## src/rtl/led_display_pkg.sv

```systemverilog
// Shared constants for the multiplexed seven-segment driver: FSM encoding and
// active-low segment patterns in {a,b,c,d,e,f,g} order.
package led_display_pkg;

  typedef logic [1:0] state_t;

  localparam state_t StIdle  = 2'd0;
  localparam state_t StGuard = 2'd1;
  localparam state_t StShow  = 2'd2;

  localparam logic [6:0] Seg0 = 7'h01;
  localparam logic [6:0] Seg1 = 7'h4F;
  localparam logic [6:0] Seg2 = 7'h12;
  localparam logic [6:0] Seg3 = 7'h06;
  localparam logic [6:0] Seg4 = 7'h4C;
  localparam logic [6:0] Seg5 = 7'h24;
  localparam logic [6:0] Seg6 = 7'h20;
  localparam logic [6:0] Seg7 = 7'h0F;
  localparam logic [6:0] Seg8 = 7'h00;
  localparam logic [6:0] Seg9 = 7'h04;
  localparam logic [6:0] SegA = 7'h08;
  localparam logic [6:0] SegB = 7'h60;
  localparam logic [6:0] SegC = 7'h31;
  localparam logic [6:0] SegD = 7'h42;
  localparam logic [6:0] SegE = 7'h30;
  localparam logic [6:0] SegF = 7'h38;

  localparam logic [6:0] SEG_BLANK = 7'h7F;

endpackage

```

## src/rtl/multi_digit_led_driver_if.sv

```systemverilog
// Data-path and pin bundle of the LED driver. The master side supplies display
// data and masks; the slave side (the driver) produces anode/segment pins.
interface multi_digit_led_driver_if #(
  parameter int unsigned NUM_DIGITS = 4
);
  logic                      enable;
  logic [4*NUM_DIGITS-1:0]   signal_to_display;
  logic                      update;
  logic [NUM_DIGITS-1:0]     dp_mask;
  logic [NUM_DIGITS-1:0]     blank_mask;
  logic [NUM_DIGITS-1:0]     an;
  logic [6:0]                seg;
  logic                      dp;
  logic                      frame_done;

  modport master (
    output enable, signal_to_display, update, dp_mask, blank_mask,
    input  an, seg, dp, frame_done
  );

  modport slave (
    input  enable, signal_to_display, update, dp_mask, blank_mask,
    output an, seg, dp, frame_done
  );
endinterface

```

## src/rtl/led_hex_decoder.sv

```systemverilog
// Combinational hex nibble to active-low seven-segment pattern.
module led_hex_decoder
  import led_display_pkg::*;
(
  input  logic [3:0] nibble_i,
  output logic [6:0] seg_o
);

  always_comb begin
    seg_o = SEG_BLANK;
    case (nibble_i)
      4'h0: seg_o = Seg0;
      4'h1: seg_o = Seg1;
      4'h2: seg_o = Seg2;
      4'h3: seg_o = Seg3;
      4'h4: seg_o = Seg4;
      4'h5: seg_o = Seg5;
      4'h6: seg_o = Seg6;
      4'h7: seg_o = Seg7;
      4'h8: seg_o = Seg8;
      4'h9: seg_o = Seg9;
      4'hA: seg_o = SegA;
      4'hB: seg_o = SegB;
      4'hC: seg_o = SegC;
      4'hD: seg_o = SegD;
      4'hE: seg_o = SegE;
      4'hF: seg_o = SegF;
      default: seg_o = SEG_BLANK;
    endcase
  end

endmodule

```

## src/rtl/multi_digit_led_driver.sv

```systemverilog
// Time-multiplexed common-anode driver: descending digit scan with a dark guard
// at each slot start, and a pending/shadow pair so data only changes at frame wrap.
module multi_digit_led_driver
  import led_display_pkg::*;
#(
  parameter int unsigned NUM_DIGITS   = 4,
  parameter int unsigned DWELL_CYCLES = 16,
  parameter int unsigned BLANK_CYCLES = 2
) (
  input logic                      clk,
  input logic                      reset,
  multi_digit_led_driver_if.slave  bus
);

  localparam int unsigned IdxW  = (NUM_DIGITS > 2) ? $clog2(NUM_DIGITS) : 1;
  localparam int unsigned DwW   = (DWELL_CYCLES > 2) ? $clog2(DWELL_CYCLES) : 1;
  localparam int unsigned DataW = 4 * NUM_DIGITS;

  localparam logic [IdxW-1:0] IdxTop    = IdxW'(NUM_DIGITS - 1);
  localparam logic [DwW-1:0]  DwLast    = DwW'(DWELL_CYCLES - 1);
  localparam logic [DwW-1:0]  GuardLast = DwW'((BLANK_CYCLES > 0) ? BLANK_CYCLES - 1 : 0);
  // With no guard every slot starts straight in SHOW.
  localparam state_t          SlotStart = (BLANK_CYCLES > 0) ? StGuard : StShow;

  state_t            state_q, state_d;
  logic [IdxW-1:0]   idx_q, idx_d;
  logic [DwW-1:0]    dwell_q, dwell_d;
  logic [DataW-1:0]  shadow_q, shadow_d;
  logic [DataW-1:0]  pending_q, pending_d;
  logic              pending_valid_q, pending_valid_d;
  logic [NUM_DIGITS-1:0] an_q, an_d;
  logic [6:0]        seg_q, seg_d;
  logic              dp_q, dp_d;
  logic              frame_done_q, frame_done_d;

  logic              wrap;
  logic [3:0]        nibble;
  logic [6:0]        seg_dec;

  always_comb begin
    state_d = state_q;
    idx_d   = idx_q;
    dwell_d = dwell_q;
    wrap    = 1'b0;
    if (!bus.enable) begin
      state_d = StIdle;
      idx_d   = IdxTop;
      dwell_d = '0;
    end else begin
      case (state_q)
        StIdle: begin
          state_d = SlotStart;
          idx_d   = IdxTop;
          dwell_d = '0;
        end
        StGuard: begin
          dwell_d = dwell_q + DwW'(1);
          if (dwell_q == GuardLast) begin
            state_d = StShow;
          end
        end
        StShow: begin
          if (dwell_q == DwLast) begin
            dwell_d = '0;
            state_d = SlotStart;
            if (idx_q == '0) begin
              idx_d = IdxTop;
              wrap  = 1'b1;
            end else begin
              idx_d = idx_q - IdxW'(1);
            end
          end else begin
            dwell_d = dwell_q + DwW'(1);
          end
        end
        default: state_d = StIdle;
      endcase
    end
  end

  // A strobe on the wrap edge supersedes whatever was pending.
  always_comb begin
    shadow_d        = shadow_q;
    pending_d       = pending_q;
    pending_valid_d = pending_valid_q;
    if (state_q == StIdle) begin
      if (bus.update) begin
        shadow_d = bus.signal_to_display;
      end
    end else if (wrap) begin
      if (bus.update) begin
        shadow_d = bus.signal_to_display;
      end else if (pending_valid_q) begin
        shadow_d = pending_q;
      end
      pending_valid_d = 1'b0;
    end else if (bus.update) begin
      pending_d       = bus.signal_to_display;
      pending_valid_d = 1'b1;
    end
  end

  // Decode from next-state values so pins change on the edge entering a slot.
  always_comb begin
    nibble = '0;
    for (int i = 0; i < int'(NUM_DIGITS); i++) begin
      if (idx_d == IdxW'(i)) begin
        nibble = shadow_d[4*i +: 4];
      end
    end
  end

  led_hex_decoder u_dec (
    .nibble_i (nibble),
    .seg_o    (seg_dec)
  );

  always_comb begin
    an_d         = '1;
    seg_d        = SEG_BLANK;
    dp_d         = 1'b1;
    frame_done_d = wrap;
    if (state_d != StIdle) begin
      seg_d = seg_dec;
    end
    if (state_d == StShow) begin
      for (int i = 0; i < int'(NUM_DIGITS); i++) begin
        if (idx_d == IdxW'(i)) begin
          an_d[i] = bus.blank_mask[i];
          dp_d    = ~bus.dp_mask[i];
        end
      end
    end
  end

  always_ff @(posedge clk or negedge reset) begin
    if (!reset) begin
      state_q         <= StIdle;
      idx_q           <= IdxTop;
      dwell_q         <= '0;
      shadow_q        <= '0;
      pending_q       <= '0;
      pending_valid_q <= 1'b0;
      an_q            <= '1;
      seg_q           <= SEG_BLANK;
      dp_q            <= 1'b1;
      frame_done_q    <= 1'b0;
    end else begin
      state_q         <= state_d;
      idx_q           <= idx_d;
      dwell_q         <= dwell_d;
      shadow_q        <= shadow_d;
      pending_q       <= pending_d;
      pending_valid_q <= pending_valid_d;
      an_q            <= an_d;
      seg_q           <= seg_d;
      dp_q            <= dp_d;
      frame_done_q    <= frame_done_d;
    end
  end

  assign bus.an         = an_q;
  assign bus.seg        = seg_q;
  assign bus.dp         = dp_q;
  assign bus.frame_done = frame_done_q;

endmodule
```

## src/flat_wrapper.sv

```systemverilog
// flat-port wrapper written by rule: the top's interface ports become plain ports
module multi_digit_led_driver_flat import led_display_pkg::*;
#(
  parameter int unsigned NUM_DIGITS   = 4,
  parameter int unsigned DWELL_CYCLES = 16,
  parameter int unsigned BLANK_CYCLES = 2
)
  (clk, reset, bus_enable, bus_signal_to_display, bus_update, bus_dp_mask, bus_blank_mask, bus_an, bus_seg, bus_dp, bus_frame_done);
  multi_digit_led_driver_if #(.NUM_DIGITS(NUM_DIGITS)) bus_i ();
  input logic clk;
  input logic reset;
  input wire logic [$bits(bus_i.enable)-1:0] bus_enable;
  input wire logic [$bits(bus_i.signal_to_display)-1:0] bus_signal_to_display;
  input wire logic [$bits(bus_i.update)-1:0] bus_update;
  input wire logic [$bits(bus_i.dp_mask)-1:0] bus_dp_mask;
  input wire logic [$bits(bus_i.blank_mask)-1:0] bus_blank_mask;
  output wire logic [$bits(bus_i.an)-1:0] bus_an;
  output wire logic [$bits(bus_i.seg)-1:0] bus_seg;
  output wire logic [$bits(bus_i.dp)-1:0] bus_dp;
  output wire logic [$bits(bus_i.frame_done)-1:0] bus_frame_done;
  assign bus_i.enable = bus_enable;
  assign bus_i.signal_to_display = bus_signal_to_display;
  assign bus_i.update = bus_update;
  assign bus_i.dp_mask = bus_dp_mask;
  assign bus_i.blank_mask = bus_blank_mask;
  assign bus_an = bus_i.an;
  assign bus_seg = bus_i.seg;
  assign bus_dp = bus_i.dp;
  assign bus_frame_done = bus_i.frame_done;
  multi_digit_led_driver #(.NUM_DIGITS(NUM_DIGITS), .DWELL_CYCLES(DWELL_CYCLES), .BLANK_CYCLES(BLANK_CYCLES)) u_core (.clk(clk), .reset(reset), .bus(bus_i));
endmodule
```

## config.mk

```make
export PLATFORM = sky130hd
export DESIGN_NAME = multi_digit_led_driver_flat
export DESIGN_NICKNAME = d
export VERILOG_FILES = /design/src/rtl/led_display_pkg.sv /design/src/rtl/multi_digit_led_driver_if.sv /design/src/rtl/led_hex_decoder.sv /design/src/rtl/multi_digit_led_driver.sv /design/src/flat_wrapper.sv
export SDC_FILE = /design/constraint.sdc
export NUM_CORES = 1
export LEC_CHECK = 0
export CAP_MARGIN = 20
export CORE_MARGIN = 10
export CORE_UTILIZATION = 25
export DETAILED_ROUTE_END_ITERATION = 12
export PLACE_DENSITY_LB_ADDON = 0.3
export SKIP_LAST_GASP = 1
export SYNTH_ARGS = -nofsm -noshare
export SYNTH_HDL_FRONTEND = slang
export SYNTH_SLANG_ARGS = --single-unit
```

## constraint.sdc

```tcl
create_clock -name clk -period 7.67 [get_ports clk]
set_input_delay 1.534 -clock clk [delete_from_list [all_inputs] [get_ports clk]]
set_output_delay 1.534 -clock clk [all_outputs]
set_load 0.05 [all_outputs]
```

==> summary.md <==
| Metric | Value |
|---|---|
| Filler cells | 1212 |
| Unrepaired setup endpoints after global routing | no |
| Outcome | complete, no violations |
| Routability congestion estimate from global placement | 0.759 |
| Critical path's top delay family | simple AND/OR/NAND/NOR gates |
| Max clock buf depth | 2 |
| CP Cell Sequence | clkdlybuf4s50_1, nand2_1, nor2_1, inv_1, nand4_1, and4_1, inv_1, ha_1, or3b_1, o221ai_1, nand2_1 |
| CTS buffer count | 5 |
| Critical path peak fanout | 9 |
| Synth warnings | 0 |
| Placed instance count | 460 |
| Clk network pwr share | 0.324 |
| CTS H-Tree Depth | 2 |
| R2R Path Start | u_core.state_q[0] |
| Post-route cell area | 0.00374 mm² |
| Vias in the first global route | 2317 |
| Switching Power | 232 µW |
| Sw Ratio | 0.289 |
| Crit path buffers/inverters | 3 |
| Crit Path Class | primary input to register |
| Critical path capture point type | register |
| Initial antenna violation count | 0 |
| Setup bufs post-CTS | 0 |
| Slew @ Worst Pin | 0.934 ns |
| Chip height | 130 µm |
| I/O pin total | 41 |
| Hold wc startpoint | u_core.pending_q[3] |
| Die area | 0.0170 mm² |
| Gate power share | 0.242 |
| Cell-internal power | 572 µW |
| Dpl cell area | 0.00357 mm² |
| Final setup fails | 0 |
| Max Cap Violations | 0 |
| Clock Root Buffer | clkbuf_16 |
| Max Clk Rate | 0.220 GHz |
| Syn_area_per_cell | 10.7 µm² |
| EDFF count, synth | 0 |
| # clock sinks | 54 |
| Hold-fix buffers, CTS | 0 |
| Placement Rows | 40 |
| Core box area | 0.0120 mm² |
| Area grow syn2layout | 22.8% |
| Relative slew margins | 0.375 |
| Final nets | 361 |
| Min Tclk post-route | 4.55 ns |
| Setup slack, reg-to-reg | 3.70 ns |
| Synth async-reset ratio | 1.00 |
| Top Metal Used | met4 |
| Final hold vios | 0 |
| Critical Path Source | bus_enable |
| Via count | 2287 |
| Clk_skew | 0.00833 ns |
| WL final | 7.34 mm |
| Primary FF master, synth | dfrtp_1 |
| Met2 routed WL | 3.40 mm |
| Drt via density | 4.89 |
| Residual DRC count | 0 |
| Drt pass-1 iters | 4 |
| Synthesized area | 0.00304 mm² |
| Port Buf Inserts | 40 |
| Die Width | 130 µm |
| Arrival time worst endpoint | 4.77 ns |
| Overall routing resource usage | 0.0873 |
| Post-cts resize count | 0 |
| Synth Net Count | 325 |
| DR iter-0 viols | 128 |
| Worst vdd ir | 0.000101 V |
| Seq/Total Area, Yosys | 0.450 |
| Initial Util | 0.254 |
| CP max-delay cell | nor2_1 |
| HP Class | register to register |
| Final Instance Count excl. Fillers | 468 |
| DP HPWL | 5.43 mm |
| Metal3 WL | 411 µm |
| Worst Setup Start Kind | primary input |
| Global-route wire length before repair | 12.0 mm |
| # diodes | 0 |
| Largest net degree at the start of global routing | 55 |
| Synth unique cells | 53 |
| Part of the power in registers | 0.435 |
| Fin crit share | 0.593 |
| Clock transition at the registers of the reported paths | 0.08 ns |
| Overflow after GRT | 0 |
| Cell Pwr Density | 215 mW/mm² |
| #FFs+latches synth | 54 |
| Avg WL per Cell | 15.7 µm |
| Layout cell share with drive strength beyond 1 | 0.181 |
| CTS tree | done |
| Worst path required time | 7.89 ns |
| Max incr delay on CP | 0.76 ns |
| Final Slew Violations | 0 |
| Static Leakage | 1.59 nW |
| Synth Instances | 284 |
| WL met1 | 3.49 mm |
| Final ANT Viol Nets | 0 |
| Setup_tns | 0 ns |
| Worst-Skew Late Latency | 0.29 ns |
-- final timing paths --
kind,to,cells past startpoint
worst min register to register,u_core.pending_q[3],1
max in group asynchronous,u_core.shadow_q[10],2
worst max-delay path,u_core.bus.seg[6],11
worst min-delay path,u_core.pending_q[3],1
min in group asynchronous,u_core.dwell_q[0],2
worst max register to register,u_core.bus.seg[6],14
-- area by class of cell --
type / instances / area (µm²) / area share
clock buffers: 5 / 125 / 0.0335
clock inverters: 3 / 45.0 / 0.0121
inverters: 23 / 86.3 / 0.0231
multi-input cells: 192 / 1500 / 0.402
flip-flops and latches: 54 / 1370 / 0.366
well taps: 147 / 184 / 0.0492
repair buffers: 44 / 425 / 0.114
-- flip-flops by register name, indices dropped and copies added, names as in the netlist --
signal,cells
u_core.bus.an,4
u_core.bus.dp,1
u_core.bus.frame_done,1
u_core.bus.seg,7
u_core.dwell_q,4
u_core.idx_q,2
u_core.pending_q,16
u_core.pending_valid_q,1
u_core.shadow_q,16
u_core.state_q,2
-- worst reg2reg max path: stages, from the launching register on --
cell	delay, ns
dfrtp_1	0.40
inv_1	0.08
ha_1	0.19
buf_4	0.20
inv_1	0.36
nand2_1	0.18
nor2_1	0.76
inv_1	0.32
nand4_1	0.19
and4_1	0.33
inv_1	0.12
ha_1	0.23
or3b_1	0.38
o221ai_1	0.07
nand2_1	0.08
-- logic make-up after synthesis --
logic type	count (synthesis)	synth area share
AND/OR/NAND/NOR	74	0.139
flip-flops	54	0.450
buffers and inverters	38	0.0567
XOR/XNOR	1	0.00288
multiplexers	35	0.134
AO/OA/AOI/OAI	69	0.164
adder cells (fa/ha/maj)	13	0.0534
-- synth_stat cells (all sizes together), types with 2 or more instances --
| cell type | count | area [µm²] |
|---|---|---|
| a22o | 5 | 43.8 |
| nor2b | 5 | 31.3 |
| nand2b | 10 | 62.6 |
| mux2 | 15 | 169 |
| and4 | 2 | 18.8 |
| nand4 | 3 | 33.8 |
| or3b | 2 | 17.5 |
| nand2 | 11 | 41.3 |
| nor3b | 2 | 15.0 |
| nor3 | 3 | 15.0 |
| o21ai | 22 | 110 |
| or2b | 2 | 16.3 |
| dfrtp | 40 | 1000 |
| dfstp | 14 | 368 |
| or2 | 2 | 12.5 |
| and2 | 2 | 15.0 |
| a32o | 3 | 30.0 |
| a21oi | 11 | 55.1 |
| a32oi | 3 | 26.3 |
| or3 | 4 | 25.0 |
| inv | 22 | 82.6 |
| a31oi | 3 | 18.8 |
| a221o | 7 | 75.1 |
| nor2 | 17 | 63.8 |
| clkbuf | 4 | 15.0 |
| buf | 11 | 71.3 |
| a222oi | 5 | 50.1 |
| mux4 | 3 | 67.6 |
| ha | 13 | 163 |
| nand3 | 5 | 25.0 |
| o221ai | 3 | 26.3 |
| mux2i | 17 | 170 |
-- power by group through the flow --
stage	registers [mW]	logic, mW	clock network [mW]
floorplan	0.374	0.117	0
global placement	0.353	0.193	0
detailed placement	0.355	0.196	0
CTS	0.349	0.197	0.269
global route	0.354	0.215	0.280
finish	0.350	0.194	0.260
-- layer usage --
layer  vias up  global-route usage
met5         -                   0
met4         0              0.0183
met3         2              0.0272
met2        45               0.139
met1      1129               0.114
li1       1111                   -
-- through the flow --
stage / total power, mW / util / worst slack, ns / hold slack, ns
after floorplan: 0.491 / - / 3.92 / 0.450
after global placement: 0.547 / 0.298 / 2.77 / 0.472
after detailed placement: 0.551 / 0.298 / 2.75 / 0.488
after CTS: 0.815 / 0.312 / 3.06 / 0.506
after global routing: 0.849 / 0.312 / 2.80 / 0.519
final: 0.804 / 0.312 / 3.12 / 0.502
-- layout by cell type, fill, tap and decap left out, types with 3 or more instances in the layout --
| cell | count |
|---|---|
| o221ai_1 | 3 |
| o21ai_0 | 22 |
| or3_1 | 4 |
| nor2_1 | 17 |
| mux4_2 | 3 |
| mux2i_1 | 17 |
| a21oi_1 | 11 |
| clkdlybuf4s50_1 | 39 |
| a222oi_1 | 5 |
| nor2b_1 | 5 |
| a221o_1 | 3 |
| dfrtp_1 | 40 |
| nand3_1 | 5 |
| nand2_1 | 11 |
| nor3_1 | 3 |
| a32oi_1 | 3 |
| mux2_2 | 15 |
| inv_1 | 22 |
| a31oi_1 | 3 |
| dfstp_2 | 14 |
| a221o_2 | 4 |
| a22o_1 | 5 |
| ha_1 | 13 |
| nand2b_1 | 10 |
| a32o_1 | 3 |
| clkbuf_16 | 5 |
| buf_4 | 4 |
Note: power is estimated with default switching activity, not from simulation.
